`src/rtl/pong_serve_ctrl.sv`:
```
// Pong serve/score controller: owns the game FSM, shadow ball x position, direction and scores.
// All outputs registered (1-cycle latency from inputs); no backpressure. Optional macro SCORE_LIMIT_EN ends the game at p_WIN_SCORE.
module pong_serve_ctrl #(
    parameter int p_H_VISIBLE    = 640,
    parameter int p_BALL_SIZE    = 10,
    parameter int p_SERVE_FRAMES = 60,
    parameter int p_WIN_SCORE    = 9
) (
    input  logic       i_Clk,
    input  logic       i_Rst_n,
    input  logic       i_VReset,
    input  logic       i_Start,
    input  logic       i_HitL,
    input  logic       i_HitR,
    output logic       o_XDir,
    output logic       o_Run,
    output logic [9:0] o_PosX,
    output logic [3:0] o_ScoreL,
    output logic [3:0] o_ScoreR,
    output logic [2:0] o_State
);

    localparam logic [9:0] C_CENTRE = 10'((p_H_VISIBLE - p_BALL_SIZE) / 2);
    localparam logic [9:0] C_XMAX   = 10'(p_H_VISIBLE - p_BALL_SIZE);
    localparam int         C_CW     = $clog2(p_SERVE_FRAMES + 1);
    localparam logic [C_CW-1:0] C_CNT_LAST = C_CW'(p_SERVE_FRAMES - 1);

    typedef enum logic [2:0] {
        S_IDLE     = 3'd0,
        S_SERVE    = 3'd1,
        S_PLAY     = 3'd2,
        S_POINT    = 3'd3,
        S_GAMEOVER = 3'd4
    } state_t;

    state_t            state_q, state_d;
    logic              run_q, run_d;
    logic              xdir_q, xdir_d;
    logic [9:0]        posx_q, posx_d;
    logic [3:0]        score_l_q, score_l_d;
    logic [3:0]        score_r_q, score_r_d;
    logic [C_CW-1:0]   cnt_q, cnt_d;
    logic              hit_l_q, hit_l_d;
    logic              hit_r_q, hit_r_d;
    logic              scorer_r_q, scorer_r_d;
    logic              start_prev_q;
    logic              arm_q;

    logic              start_pulse;
    logic              hit_l_eff;
    logic              hit_r_eff;
    logic [3:0]        score_inc;
    logic              game_won;

    // arm_q masks the first cycle after reset so a start held across release is not an edge
    assign start_pulse = i_Start & ~start_prev_q & arm_q;
    assign hit_l_eff   = hit_l_q | i_HitL;
    assign hit_r_eff   = hit_r_q | i_HitR;
    assign score_inc   = (scorer_r_q ? score_r_q : score_l_q) + 4'd1;

`ifdef SCORE_LIMIT_EN
    assign game_won = (score_inc == 4'(p_WIN_SCORE));
`else
    assign game_won = 1'b0;
`endif

    always_comb begin
        state_d    = state_q;
        xdir_d     = xdir_q;
        posx_d     = posx_q;
        score_l_d  = score_l_q;
        score_r_d  = score_r_q;
        cnt_d      = cnt_q;
        scorer_r_d = scorer_r_q;
        hit_l_d    = i_VReset ? 1'b0 : hit_l_eff;
        hit_r_d    = i_VReset ? 1'b0 : hit_r_eff;

        case (state_q)
            S_IDLE, S_GAMEOVER: begin
                if (start_pulse) begin
                    state_d   = S_SERVE;
                    score_l_d = 4'd0;
                    score_r_d = 4'd0;
                    posx_d    = C_CENTRE;
                    xdir_d    = 1'b1;
                    cnt_d     = '0;
                end
            end
            S_SERVE: begin
                posx_d = C_CENTRE;
                if (i_VReset) begin
                    if (cnt_q == C_CNT_LAST) begin
                        state_d = S_PLAY;
                        cnt_d   = '0;
                    end else begin
                        cnt_d = cnt_q + 1'b1;
                    end
                end
            end
            S_PLAY: begin
                if (i_VReset) begin
                    if (xdir_q) begin
                        if (hit_l_eff) begin
                            xdir_d = 1'b0;
                        end else if (posx_q == 10'd0) begin
                            state_d    = S_POINT;
                            scorer_r_d = 1'b1;
                        end else begin
                            posx_d = posx_q - 10'd1;
                        end
                    end else begin
                        if (hit_r_eff) begin
                            xdir_d = 1'b1;
                        end else if (posx_q == C_XMAX) begin
                            state_d    = S_POINT;
                            scorer_r_d = 1'b0;
                        end else begin
                            posx_d = posx_q + 10'd1;
                        end
                    end
                end
            end
            S_POINT: begin
                if (scorer_r_q) begin
                    score_r_d = score_inc;
                end else begin
                    score_l_d = score_inc;
                end
                if (game_won) begin
                    state_d = S_GAMEOVER;
                end else begin
                    // serve toward the player who just lost the point
                    xdir_d  = scorer_r_q;
                    posx_d  = C_CENTRE;
                    state_d = S_SERVE;
                end
            end
            default: begin
                state_d = S_IDLE;
            end
        endcase

        run_d = (state_d == S_PLAY);
    end

    always_ff @(posedge i_Clk) begin
        if (!i_Rst_n) begin
            state_q      <= S_IDLE;
            run_q        <= 1'b0;
            xdir_q       <= 1'b1;
            posx_q       <= C_CENTRE;
            score_l_q    <= 4'd0;
            score_r_q    <= 4'd0;
            cnt_q        <= '0;
            hit_l_q      <= 1'b0;
            hit_r_q      <= 1'b0;
            scorer_r_q   <= 1'b0;
            start_prev_q <= 1'b0;
            arm_q        <= 1'b0;
        end else begin
            state_q      <= state_d;
            run_q        <= run_d;
            xdir_q       <= xdir_d;
            posx_q       <= posx_d;
            score_l_q    <= score_l_d;
            score_r_q    <= score_r_d;
            cnt_q        <= cnt_d;
            hit_l_q      <= hit_l_d;
            hit_r_q      <= hit_r_d;
            scorer_r_q   <= scorer_r_d;
            start_prev_q <= i_Start;
            arm_q        <= 1'b1;
        end
    end

    assign o_State  = state_q;
    assign o_Run    = run_q;
    assign o_XDir   = xdir_q;
    assign o_PosX   = posx_q;
    assign o_ScoreL = score_l_q;
    assign o_ScoreR = score_r_q;

endmodule

```
`config.mk`:
```
export PLATFORM = sky130hd
export DESIGN_NAME = pong_serve_ctrl
export DESIGN_NICKNAME = d
export VERILOG_FILES = /design/src/rtl/pong_serve_ctrl.sv
export SDC_FILE = /design/constraint.sdc
export NUM_CORES = 1
export LEC_CHECK = 0
export ABC_CLOCK_PERIOD_IN_PS = 2210
export BUFFER_PORTS_ARGS = -buffer_cell sky130_fd_sc_hd__buf_4
export CORE_MARGIN = 2
export CORE_UTILIZATION = 52
export DETAILED_ROUTE_END_ITERATION = 8
export GPL_TIMING_DRIVEN = 0
export PLACE_DENSITY = 0.77
export RECOVER_POWER = 25
export SKIP_LAST_GASP = 1
export SYNTH_ARGS = -nofsm -noshare
export SYNTH_HDL_FRONTEND = slang
export SYNTH_SLANG_ARGS = --single-unit
```
`constraint.sdc`:
```
create_clock -name i_Clk -period 2.21 [get_ports i_Clk]
set_input_delay 0.3315 -clock i_Clk [delete_from_list [all_inputs] [get_ports i_Clk]]
set_output_delay 0.3315 -clock i_Clk [all_outputs]
set_load 0.01 [all_outputs]
```
## Word level (Yosys, flattened, before mapping)

Cells that the tools add are included.
W data, S select, Z words.

| storage, ports and cells | value |
|---|---|
| register bits after elaboration | 34 |
| output and inout port bits | 23 |
| word-level logic and storage cells | 97 |

| operators by class | value |
|---|---|
| add/subtract/negate cells | 4 |
| equality and inequality tests | 19 |
| muxes and demuxes | 40 |
| bitwise logic cells | 6 |
| reductions and logical operators | 16 |

Operators by type and width:

| cell | number |
|---|---|
| $mux W10 | 7 |
| $pmux W10 S3 | 1 |
| $mux W3 | 9 |
| $mux W6 | 3 |
| $mux W4 | 4 |
| $pmux W4 S2 | 2 |
| $ne A2 B2 Y1 const B | 7 |
| $ne A3 B3 Y1 const B | 4 |
| $pmux W3 S4 | 1 |
| $pmux W6 S2 | 1 |
| $reduce_and A3 Y1 | 4 |
| $mux W1 | 11 |
| $add A10 B1 Y10 const B | 1 |
| $eq A10 B10 Y1 const B | 1 |
| $logic_not A10 Y1 | 1 |
| $sub A10 B1 Y10 const B | 1 |
| $eq A3 B2 Y1 const B | 3 |
| $reduce_and A7 Y1 | 1 |
| $add A6 B1 Y6 const B | 1 |
| $eq A6 B6 Y1 const B | 1 |
| $reduce_and A6 Y1 | 1 |
| $reduce_bool A2 Y1 | 3 |
| $reduce_bool A3 Y1 | 2 |
| $reduce_or A2 Y1 | 3 |
| other kinds (9) | 12 |

## Longest topological paths before layout

| logic depth | value |
|---|---|
| word-level depth | 7 |
| mapped depth | 9 |
| depth with buffers taken out | 9 |

## Worst setup path after synthesis

Ideal clock, no wire load.

| timing | value |
|---|---|
| kind | register -> register |
| start point | register xdir_q (netlist: o_XDir) |
| end point | register posx_q[7] (netlist: o_PosX[7]) |
| setup time | 0.076 ns |
| data arrival time | 2.068 ns |
| setup slack | 0.067 ns |
| stages on the path, launching flop included | 7 |
| cells stage by stage | dfxtp_1 -> inv_1 -> nor3_1 -> a32oi_1 -> o211a_1 -> or4_1 -> a21boi_0 |

| between the ends | value |
|---|---|
| cells in the longest elaborated chain, start to end | 3 |
| elaborated cells between the ends (all ways) | 8 |

RTL lines:

| what | RTL line | text |
|---|---|---|
| start: declaration | 38 | `logic xdir_q, xdir_d;` |
| start signal: assignment | 163 | `xdir_q <= xdir_d;` |
| $mux W10 | 102 | `if (xdir_q) begin` |
| $mux W10 | 101 | `if (i_VReset) begin` |
| $pmux W10 S3 | 78 | `case (state_q)` |
| end signal: assignment | 164 | `posx_q <= posx_d;` |
| end: declaration | 39 | `logic [9:0] posx_q, posx_d;` |

Several ways; a longest one is shown, not always the timed one. The select of a mux whose other input is x is not followed.
A chain may end at the register's enable or synchronous reset.

## Worst setup path after layout

| timing | value |
|---|---|
| start point | register state_q[0] (netlist: o_State[0]) |
| end point | register cnt_q[4] |

| between the ends | value |
|---|---|
| cells in the longest elaborated chain, start to end | 4 |
| elaborated cells between the ends (all ways) | 9 |

RTL lines:

| what | RTL line | text |
|---|---|---|
| start: declaration | 36 | `state_t state_q, state_d;` |
| start signal: assignment | 161 | `state_q <= state_d;` |
| $eq A3 B3 Y1 or $logic_not A3 Y1 (tied branches) | 78 |  |
| $reduce_or A2 Y1 | 78 |  |
| $ne A2 B2 Y1 (no line) or $reduce_bool A2 Y1 (tied branches) | -- |  |
| $reduce_and A3 Y1 (no line) | -- |  |
| end signal: assignment | 167 | `cnt_q <= cnt_d;` |
| end: declaration | 42 | `logic [C_CW-1:0] cnt_q, cnt_d;` |

Several ways; a longest one is shown, not always the timed one.

==> results.json <==
{
  "status": "finished clean",
  "root_buffer": "clkbuf_8",
  "dr.pass1.iters": 4,
  "ys_async_sr_fraction": 0,
  "synth_top_area_frac": 0.321,
  "grt_pass1_wl_um": 8070,
  "ys_types": 53,
  "seq_area_um2": 684,
  "worstSetupPathType": "reg2reg",
  "diodes": 0,
  "gp_congestion": 0.847,
  "cts_buffers": 5,
  "nets": 309,
  "synth_nets": 274,
  "row_count": 23,
  "drt-initial-drc-count": 105,
  "drive_above_1_share": 0.137,
  "grt_max_degree": 16,
  "synth_area_um2": 2120,
  "cts_num_sinks": 34,
  "die_w_um": 67.8,
  "cp.required_ps": 2430,
  "yosysMostFrequentCell": "dfxtp_1",
  "maxCapViolCount": 0,
  "area_growth_pct": 16.9,
  "cp_common_cell": "buf_6",
  "ys_ff_latch": 34,
  "setup.worst_path.end_class": "register",
  "path_depth": 7,
  "antenna_found_initial": 0,
  "setup_ws_ps": 114,
  "crit_buf_inv": 2,
  "slew_headroom": 0.510,
  "ys.flop_type": "dfxtp_1",
  "power_density_nw_per_um2": 481,
  "ir_drop_v": 0.000227,
  "fin_crit_ps": 2100,
  "syn_area_per_cell_um2": 8.24,
  "htree_levels": 2,
  "die_h_um": 67.8,
  "cts_hold_buffers": 0,
  "worst_ep_arrival_time_ps": 2320,
  "viasPerCell": 5.83,
  "dieArea_um2": 4600,
  "p_leak_nw": 0.941,
  "coreArea_um2": 3970,
  "p_total_mw": 1.19,
  "grt_use_total": 0.234,
  "wl_per_cell_um": 14.7,
  "fin_crit_sh": 0.948,
  "start_util": 0.533,
  "hold_depth": 1,
  "cts_buffer_depth": 2,
  "max_stage_delay_ps": 380,
  "synth_top_cells_by_count": "dfxtp_1 (34), nor2_1 (24), nand2_1 (22)",
  "cp_cell_sequence": "buf_6 > or3_4 > a221o_1 > buf_6 > or2_0 > or3_1 > a21boi_1",
  "hold_class": "in2reg",
  "startpoint": "o_State[0]",
  "grtUsageMet1": 0.293,
  "grt.busiest_layer": "met2",
  "slew_viol_final": 0,
  "path_clk_slew_ps": 70,
  "crit_path_max_fanout": 10,
  "grt_pass1_vias": 1741,
  "globalRouteMet3Util": 0.0559,
  "drc": 0,
  "dp_slack_ps": -325,
  "skew_ps": 5.98,
  "rr_startpoint": "o_State[0]",
  "io_buffers": 28,
  "drt_wl_total_um": 5040,
  "clk_latency_ps": 290,
  "ff2ff_path_depth": 7,
  "min_from": "i_Rst_n",
  "nFillCells": 367,
  "ios": 29,
  "critPathLaunchType": "register",
  "setup_viol": 0,
  "multi_input_area_um2": 1350,
  "rsz0062_at_grt": "yes",
  "ys_warn_count": 0,
  "hold_violations": 0,
  "use_met2": 0.402,
  "yosys.area.top_type": "dfxtp_1",
  "critPathSlowestCell": "or3_4",
  "gr-total-overflow": 0,
  "ant_nets": 0,
  "ys_seq_area_frac": 0.321,
  "fin_tns_setup_ps": 0,
  "crit_family": "simple AND/OR/NAND/NOR gates",
  "synth_cells": 257,
  "hpwl_um": 3660,
  "worstMarginPinSlew_ps": 729,
  "synth_edf_count": 0,
  "synth_area_leaders": "dfxtp_1 (32%), ha_1 (5.9%), mux2i_1 (5.2%), nor2_1 (4.3%), nand2_1 (3.9%)",
  "fmax_mhz": 477,
  "num_vias": 1999,
  "cts_tree": "done"
}
[timing repair]
item | CTS | global route
resized for setup | 3 | 3
buffers inserted | 0 | 0
endpoints found under the setup margin | 10 | 6
pin swaps | 0 | 1
[registers in the layout, summed over array words and instances, names as in the netlist]
| signal | cells |
|---|---|
| o_ScoreL | 4 |
| o_Run | 1 |
| hit_r_q | 1 |
| o_PosX | 10 |
| cnt_q | 6 |
| start_prev_q | 1 |
| arm_q | 1 |
| scorer_r_q | 1 |
| o_State | 3 |
| hit_l_q | 1 |
| o_ScoreR | 4 |
| o_XDir | 1 |
[metrics by stage]
stage / cell area [um^2] / hold slack (ps) / std cells / util
detailed placement: 2390 / 470 / 335 / 0.602
CTS: 2490 / 196 / 343 / 0.628
global placement: 2390 / 457 / 335 / 0.602
floorplan: 2120 / 359 / 257 / -
finish: 2480 / 197 / 343 / 0.624
global route: 2480 / 190 / 343 / 0.624
[worst paths after layout]
check | end | slack (ps)
hold / removal | arm_q | 200
setup reg to reg | cnt_q[4] | 110
setup / recovery | cnt_q[4] | 110
hold reg to reg | o_ScoreL[3] | 490
[worst register-to-register path, delay by kind of cell (launching register included)]
kind,cells,cell delay (ps)
flops,1,320
compound gates,2,470
buf+inv,2,280
simple gates,3,970
[power breakdown]
part           switching (mW)  internal (mW)
registers             0.00355          0.617
logic                  0.0573         0.0444
clock network           0.217          0.251
total                   0.277          0.912
[final cells by class]
type / count / share of cell area
repair buffers: 28 / 0.0728
inverters: 11 / 0.0167
well taps: 50 / 0.0253
clock inverters: 1 / 0.00202
clock buffers: 7 / 0.0349
flip-flops and latches: 34 / 0.276
plain buffers: 9 / 0.0253
multi-input cells: 203 / 0.547
[cell usage in the layout (no fill, tap or decap), types with 2 or more instances in the layout]
cell,n
o211ai_1,3
dfxtp_1,33
nand2b_1,3
nand2_1,22
inv_1,11
xnor2_1,5
nor2_1,24
and3_1,4
a32oi_1,2
nand3_1,11
nor2b_1,13
a21oi_1,12
or3_1,3
and4_1,2
o21ai_0,12
o2111ai_1,2
a21o_1,3
ha_1,10
clkbuf_8,7
nand4b_1,2
a21boi_0,8
clkbuf_1,14
buf_6,2
o41ai_1,2
mux2i_1,11
nor3_1,9
nand3b_1,3
buf_4,20
and2_1,3
nand4_1,7
o21bai_1,3
[layer usage]
layer	share of wire	vias to the layer above
met3	0.042	5
met4	0.0095	0
li1	-	1004
met1	0.46	946
met2	0.49	44
met5	0	-
[cells by family after synthesis]
| family | Yosys count | synth area share |
|---|---|---|
| AOI/OAI and AO/OA | 57 | 0.182 |
| xor gates and xnor gates | 6 | 0.0248 |
| adders and majority gates | 11 | 0.0685 |
| buffers and inverters | 20 | 0.0478 |
| DFF | 34 | 0.321 |
| muxes | 11 | 0.0520 |
| and+or+nand+nor | 118 | 0.304 |
No activity file was read; power rests on OpenSTA's default activity.
